`src/rtl/aes_pkg.sv`:
```
// Shared constants for the AES-128 round controller: one-hot state encoding,
// round count, round-constant seed/polynomial and the xtime helper.
package aes_pkg;

    localparam int         AES128_NR = 10;
    localparam logic [7:0] RCON_INIT = 8'h01;
    localparam logic [7:0] RCON_POLY = 8'h1B;

    localparam int         ST_W      = 7;
    localparam logic [ST_W-1:0] ST_IDLE   = 7'b000_0001;
    localparam logic [ST_W-1:0] ST_INIT   = 7'b000_0010;
    localparam logic [ST_W-1:0] ST_KEXP   = 7'b000_0100;
    localparam logic [ST_W-1:0] ST_SUB    = 7'b000_1000;
    localparam logic [ST_W-1:0] ST_MIXARK = 7'b001_0000;
    localparam logic [ST_W-1:0] ST_DONE   = 7'b010_0000;
    localparam logic [ST_W-1:0] ST_HOLD   = 7'b100_0000;

    typedef enum logic [ST_W-1:0] {
        S_IDLE   = ST_IDLE,
        S_INIT   = ST_INIT,
        S_KEXP   = ST_KEXP,
        S_SUB    = ST_SUB,
        S_MIXARK = ST_MIXARK,
        S_DONE   = ST_DONE,
        S_HOLD   = ST_HOLD
    } state_t;

    // GF(2^8) multiply by x, reduced by the AES polynomial.
    function automatic logic [7:0] xtime(input logic [7:0] b);
        return {b[6:0], 1'b0} ^ (b[7] ? RCON_POLY : 8'h00);
    endfunction

endpackage

```
`src/rtl/aes_rcon_gen.sv`:
```
// Round-constant register: synchronous re-seed to RCON_INIT, xtime on step.
module aes_rcon_gen
    import aes_pkg::*;
(
    input  logic       clk,
    input  logic       nrst,
    input  logic       init,
    input  logic       step,
    output logic [7:0] rcon
);

    // NOTE: state registers use non-blocking assignments so every flop samples
    // pre-edge values regardless of process ordering.
    always_ff @(posedge clk or negedge nrst) begin
        if (!nrst) begin
            rcon <= RCON_INIT;
        end else if (init) begin
            rcon <= RCON_INIT;
        end else if (step) begin
            rcon <= xtime(rcon);
        end
    end

endmodule

```
`src/rtl/aes_round_ctrl.sv`:
```
// Iterative AES-128 round sequencer: Moore FSM driving the round datapath,
// time-multiplexing the shared S-box between key expansion and SubBytes.
module aes_round_ctrl
    import aes_pkg::*;
#(
    parameter int NR     = AES128_NR,
    parameter int SB_LAT = 1
) (
    input  logic       clk,
    input  logic       nrst,
    input  logic       start,
    output logic       ld_state,
    output logic       ld_key,
    output logic       sbox_sel,
    output logic       kexp_en,
    output logic       sub_en,
    output logic       shift_en,
    output logic       mix_en,
    output logic       ark_en,
    output logic [3:0] round,
    output logic [7:0] rcon,
    output logic       busy,
    output logic       finished
);

    localparam int             CNT_W    = (SB_LAT > 1) ? $clog2(SB_LAT) : 1;
    localparam logic [CNT_W-1:0] SUB_LAST = CNT_W'(SB_LAT - 1);
    localparam logic [3:0]     NR_R     = 4'(NR);

    state_t           state_q, state_d;
    logic [3:0]       round_q, round_d;
    logic [CNT_W-1:0] sub_cnt_q, sub_cnt_d;
    logic             rcon_init, rcon_step;

    always_ff @(posedge clk or negedge nrst) begin
        if (!nrst) begin
            state_q   <= S_IDLE;
            round_q   <= '0;
            sub_cnt_q <= '0;
        end else begin
            state_q   <= state_d;
            round_q   <= round_d;
            sub_cnt_q <= sub_cnt_d;
        end
    end

    // NOTE: every signal driven here gets a default first, so no path through
    // the case can leave one unassigned and infer a latch.
    always_comb begin
        state_d   = state_q;
        round_d   = round_q;
        sub_cnt_d = '0;
        rcon_init = 1'b0;
        rcon_step = 1'b0;
        case (state_q)
            S_IDLE: begin
                if (start) state_d = S_INIT;
            end
            S_INIT: begin
                if (!start) begin
                    state_d = S_IDLE;
                end else begin
                    state_d   = S_KEXP;
                    round_d   = 4'd1;
                    rcon_init = 1'b1;
                end
            end
            S_KEXP: begin
                state_d = start ? S_SUB : S_IDLE;
            end
            S_SUB: begin
                if (!start) begin
                    state_d = S_IDLE;
                end else if (sub_cnt_q == SUB_LAST) begin
                    state_d = S_MIXARK;
                end else begin
                    sub_cnt_d = sub_cnt_q + CNT_W'(1);
                end
            end
            S_MIXARK: begin
                if (!start) begin
                    state_d = S_IDLE;
                end else if (round_q == NR_R) begin
                    state_d = S_DONE;
                end else begin
                    state_d   = S_KEXP;
                    round_d   = round_q + 4'd1;
                    rcon_step = 1'b1;
                end
            end
            S_DONE: begin
                state_d = start ? S_HOLD : S_IDLE;
            end
            S_HOLD: begin
                if (!start) state_d = S_IDLE;
            end
            default: begin
                state_d = S_IDLE;
            end
        endcase

        // Any entry into (or stay in) IDLE restores the idle round/rcon values.
        if (state_d == S_IDLE) begin
            round_d   = '0;
            rcon_init = 1'b1;
            rcon_step = 1'b0;
        end
    end

    aes_rcon_gen u_rcon (
        .clk  (clk),
        .nrst (nrst),
        .init (rcon_init),
        .step (rcon_step),
        .rcon (rcon)
    );

    always_comb begin
        ld_state = 1'b0;
        ld_key   = 1'b0;
        sbox_sel = 1'b0;
        kexp_en  = 1'b0;
        sub_en   = 1'b0;
        shift_en = 1'b0;
        mix_en   = 1'b0;
        ark_en   = 1'b0;
        busy     = 1'b0;
        finished = 1'b0;
        case (state_q)
            S_INIT: begin
                ld_state = 1'b1;
                ld_key   = 1'b1;
                ark_en   = 1'b1;
                busy     = 1'b1;
            end
            S_KEXP: begin
                sbox_sel = 1'b1;
                kexp_en  = 1'b1;
                busy     = 1'b1;
            end
            S_SUB: begin
                sub_en = (sub_cnt_q == SUB_LAST);
                busy   = 1'b1;
            end
            S_MIXARK: begin
                shift_en = 1'b1;
                ark_en   = 1'b1;
                mix_en   = (round_q != NR_R);
                busy     = 1'b1;
            end
            S_DONE: begin
                finished = 1'b1;
            end
            default: ;
        endcase
    end

    assign round = round_q;

endmodule

```
`config.mk`:
```
export PLATFORM = sky130hd
export DESIGN_NAME = aes_round_ctrl
export DESIGN_NICKNAME = d
export VERILOG_FILES = /design/src/rtl/aes_pkg.sv /design/src/rtl/aes_rcon_gen.sv /design/src/rtl/aes_round_ctrl.sv
export SDC_FILE = /design/constraint.sdc
export NUM_CORES = 1
export LEC_CHECK = 0
export BUFFER_PORTS_ARGS = -buffer_cell sky130_fd_sc_hd__buf_2
export CORE_AREA = 2 2 66 68
export CTS_CLUSTER_DIAMETER = 150
export CTS_CLUSTER_SIZE = 40
export DETAILED_ROUTE_END_ITERATION = 12
export DIE_AREA = 0 0 68 70
export PLACE_DENSITY_LB_ADDON = 0.05
export SLEW_MARGIN = 10
export SYNTH_ARGS = -nofsm -noshare
export SYNTH_HDL_FRONTEND = slang
export SYNTH_SLANG_ARGS = --single-unit
```
`constraint.sdc`:
```
create_clock -name clk -period 5.04 [get_ports clk]
set_input_delay 0.756 -clock clk [delete_from_list [all_inputs] [get_ports clk]]
set_output_delay 0.756 -clock clk [all_outputs]
set_load 0.05 [all_outputs]
```
==> results.md <==
- The flow ran to the end, and the final reports show no timing, DRC or antenna violations.
- The share of layout cells above drive strength 1 is 0.316.
- The startpoint of the most critical register-to-register path is state_q[3].
- The pre-CTS setup slack is 2.34 ns.
- In this run the vertical extent of the chip is 70 um.
- In this run the static leakage power is 0.631 nW.
- The kind of start point of the critical path is a flip-flop.
- Along the worst path, the maximum fanout reaches 14.
- In the routed layout, each cell is associated on average with a via count of 5.02.
- The share of total power dissipated in sequential elements is 0.492.
- Across all hold checks on the routed design, the worst slack comes to 0.434 ns.
- The number of unique standard cell types used by synthesis is 49.
- The total of flip-flops plus latches after synthesis is 19.
- By area, the combinational part of the netlist is dominated by simple AND/OR/NAND/NOR gates.
- The share of the Yosys chip area taken by registers is 0.413.
- The number of setup violations in the final report is 0.
- The total power divided by cell area is 255 nW/um^2.
- The remaining max-slew budget at the tightest pin is 0.614.
- The count of buffers added on input and output ports is 24.
- The clock share of power is 0.314.
- dfrtp_1 is the most common cell in the netlist.
- Of the total synthesized cell area, the portion taken by full adders, half adders and majority gates is 0.0216.
- For the pin with the worst max-slew slack, the measured transition is 0.574 ns.
- Across all setup checks in the final design, the least slack found is 2.08 ns.
- Of the total synthesized cell area, the portion taken by XOR and XNOR cells is 0.0605.
- The number of max-slew violations in the final report is 0.
- Clock-pin slew was measured on the worst setup and hold paths at 0.07 ns.
- Setup repair after global routing left no endpoint under its margin.
- The final critical-path share of the clock period is 0.588.
- The proportion of synthesized flip-flops having asynchronous set or reset is 1.00.
- In this run, post-CTS hold repair placed 0 buffers.
- Relative to the synthesized area, the layout overhead comes to 14.3%.
- The die area is 4760 um^2.
- For this run, the total global-route usage over all layers was measured as 0.124.
- TritonCTS built the clock tree.
- Counting instances in the post-synthesis netlist gives the leading cell types as dfrtp_1, nor2_1, nand3_1, xor2_1.
- The total net switching power is 0.000107 W.
- The initial standard-cell utilization of the core is 0.280.
- The synthesized cell area is 1160 um^2.
- The number of nets with antenna violations after detailed routing is 0.
- The largest voltage drop on the vdd net is 98.6 uV.
- In the global route stage, met2 resource usage came out at 0.196.
- Of the total power, the share spent switching nets is 0.315.
- The classification of the worst-slack hold path is in2async.
- The share of total power dissipated in combinational logic is 0.194.
- The post-synthesis instance total is 120.
- The total routed wirelength is 2650 um.
- Yosys attributes the largest share of cell area to dfrtp_1, xor2_1, dfstp_2.
- Clock skew on the completed layout was measured at 0.00223 ns.
- For this run, global-route usage on met3 was measured as 0.0225.
- The fraction of synthesized area in multiplexers is 0.00864.
- Dividing the detail-routed wire length by the instance count gives 14.1 um.
- For this run, the post-layout net count is 142.
- The initial antenna violation count was 0.
- Of the total synthesized cell area, the portion taken by AND, OR, NAND and NOR gates is 0.300.
- 0 antenna diodes ended up in the layout.
- Entering global routing, the biggest net connects 21 pins.
- The number of remaining DRC errors is 0.
- met2 is the most crowded layer.
- CTS built an H-tree with a depth of 1.
- The global route total overflow is 0.
- The arrival time at the worst endpoint is 2.21 ns.
- The compound-cell area share of the yosys netlist came to 0.118.
- Summing over every cut layer, the via total after detailed routing is 944.
- Buffers added to address setup during post-CTS repair amount to 0.
- The core region is 4140 um^2.
- The first global-routing pass estimated 4530 um of wire.
- The post-synthesis net count is 125.
- STA classifies the critical path endpoint as an output port.
- The number of violations of the max-capacitance limit is 0.
- For the finished layout, the period the worst path requires is 2.96 ns.
- A synthesized cell averages 9.66 um^2.
- Clock latency on the worst-skew pair, taken at its later pin, is 0.25 ns.
- The first detailed-routing pass took 4 iterations.
- The count of cells resized by post-cts repair is 0.
- The internal cell power is 0.000231 W.
- Data on the critical path is required at its endpoint by 4.28 ns.
- For this run, the number of Yosys warnings is 0.
- Summed over all failing endpoints, the final setup total negative slack is 0 ns.
- The number of endpoints with negative hold slack in the final report is 0.
- The number of clock buffers added by TritonCTS is 3.
- The synthesized design contains 0 enable-type register cells.
- The number of global-route vias before repair is 950.
- In this run, the number of DRC markers left after iteration 0 of detailed routing was 52.
- 25 I/O pins were placed.
- The maximum achievable frequency is 337 MHz.
- Detailed placement ended at an HPWL of 1930 um.
- The synthesized design spends more area on one cell type than any other, namely dfrtp_1.
- The maximum count of clock buffers along a single path is 2.
- The share of synthesized area in the top cell type comes to 0.367.
- The cell sitting at the root of the clock tree is a clkbuf_8.
- The cell row count is 24.
- Among all flip-flop cells after synthesis, the most frequent one is dfrtp_1.
- The worst setup path startpoint is state_q[3].
- Measured along the x axis, the die boundary spans 68 um.
- The worst setup path category is reg2out.
- The global placer's final weighted congestion is 0.792.
- The TritonCTS sink count is 19.
- For this run, global-route usage on met1 was measured as 0.169.
- The internal reg-to-reg setup slack is 2.89 ns.
-- critical path, cell delays in order, from the launching register on --
cell and delay [ns]:
dfrtp_1 0.54, or4b_1 0.61, or2_4 0.28, clkinv_2 0.08
nand2_4 0.08, inv_6 0.09, buf_2 0.26
-- cells in the final DEF, fill, tap and decap left out, drive strengths merged, types with 2 or more instances in the layout --
| cell type | synthesis | final |
|---|---|---|
| nor3 | 5 | 5 |
| or2 | 3 | 3 |
| nand2 | 7 | 7 |
| a31o | 2 | 2 |
| nor4 | 4 | 4 |
| nand4 | 2 | 2 |
| nand3 | 7 | 7 |
| dfstp | 2 | 2 |
| nor4b | 2 | 2 |
| and3 | 3 | 3 |
| clkbuf | 4 | 3 |
| nand3b | 2 | 2 |
| o21ai | 3 | 3 |
| a21oi | 2 | 2 |
| clkinv | 1 | 2 |
| nor3b | 2 | 2 |
| dfrtp | 17 | 17 |
| o31ai | 3 | 3 |
| inv | 4 | 4 |
| ha | 2 | 2 |
| and2 | 3 | 3 |
| o211ai | 2 | 2 |
| buf | 8 | 24 |
| xor2 | 7 | 7 |
| nor2 | 8 | 8 |
| nor2b | 3 | 3 |
-- cell families after synthesis --
group	count (synthesis)
xor+xnor	8
compound gates	18
buf+inv	17
mux	1
flops	19
simple gates	55
fa+ha+maj	2
-- area by class of cell --
cell class | count | area (um^2)
clock buffer | 3 | 41.3
timing repair buffer | 24 | 120
inverter | 5 | 25.0
sequential | 19 | 478
clock inverter | 1 | 5.00
fill | 452 | 2820
tap | 52 | 65.1
multi-input combinational | 84 | 589
-- routing by layer --
metal	part of all wire	vias up
li1	-	461
met1	0.44	466
met2	0.51	13
met3	0.031	4
met4	0.012	0
met5	0	-
-- path summary, 6_finish.rpt --
| check | endpoint | cells past startpoint |
|---|---|---|
| max | mix_en | 6 |
| min | state_q[6] | 1 |
| max reg2reg | u_rcon.rcon[0] | 5 |
| min reg2reg | u_rcon.rcon[2] | 1 |
| max in group asynchronous | state_q[0] | 1 |
| min in group clk | u_rcon.rcon[2] | 1 |
-- power groups by stage --
stage | clock (W) | sequential [W] | combinational, W
finish | 0.000106 | 0.000166 | 0.0000654
global route | 0.000120 | 0.000168 | 0.0000735
CTS | 0.000112 | 0.000166 | 0.0000668
detailed placement | 0 | 0.000169 | 0.0000666
global placement | 0 | 0.000169 | 0.0000675
floorplan | 0 | 0.000165 | 0.0000591
-- registers in the layout, indices dropped and copies added, names as in the netlist --
register	count
round	4
state_q	7
u_rcon.rcon	8
-- through the flow --
stage	util	std cells	cell area, um^2	power, W
2_1_floorplan	-	120	1160	0.000224
3_3_place_gp	0.308	184	1280	0.000237
3_5_place_dp	0.308	184	1280	0.000236
4_1_cts	0.319	188	1320	0.000345
5_1_grt	0.319	188	1320	0.000361
6_report	0.319	188	1320	0.000338
Note: power is estimated with default switching activity, not from simulation.
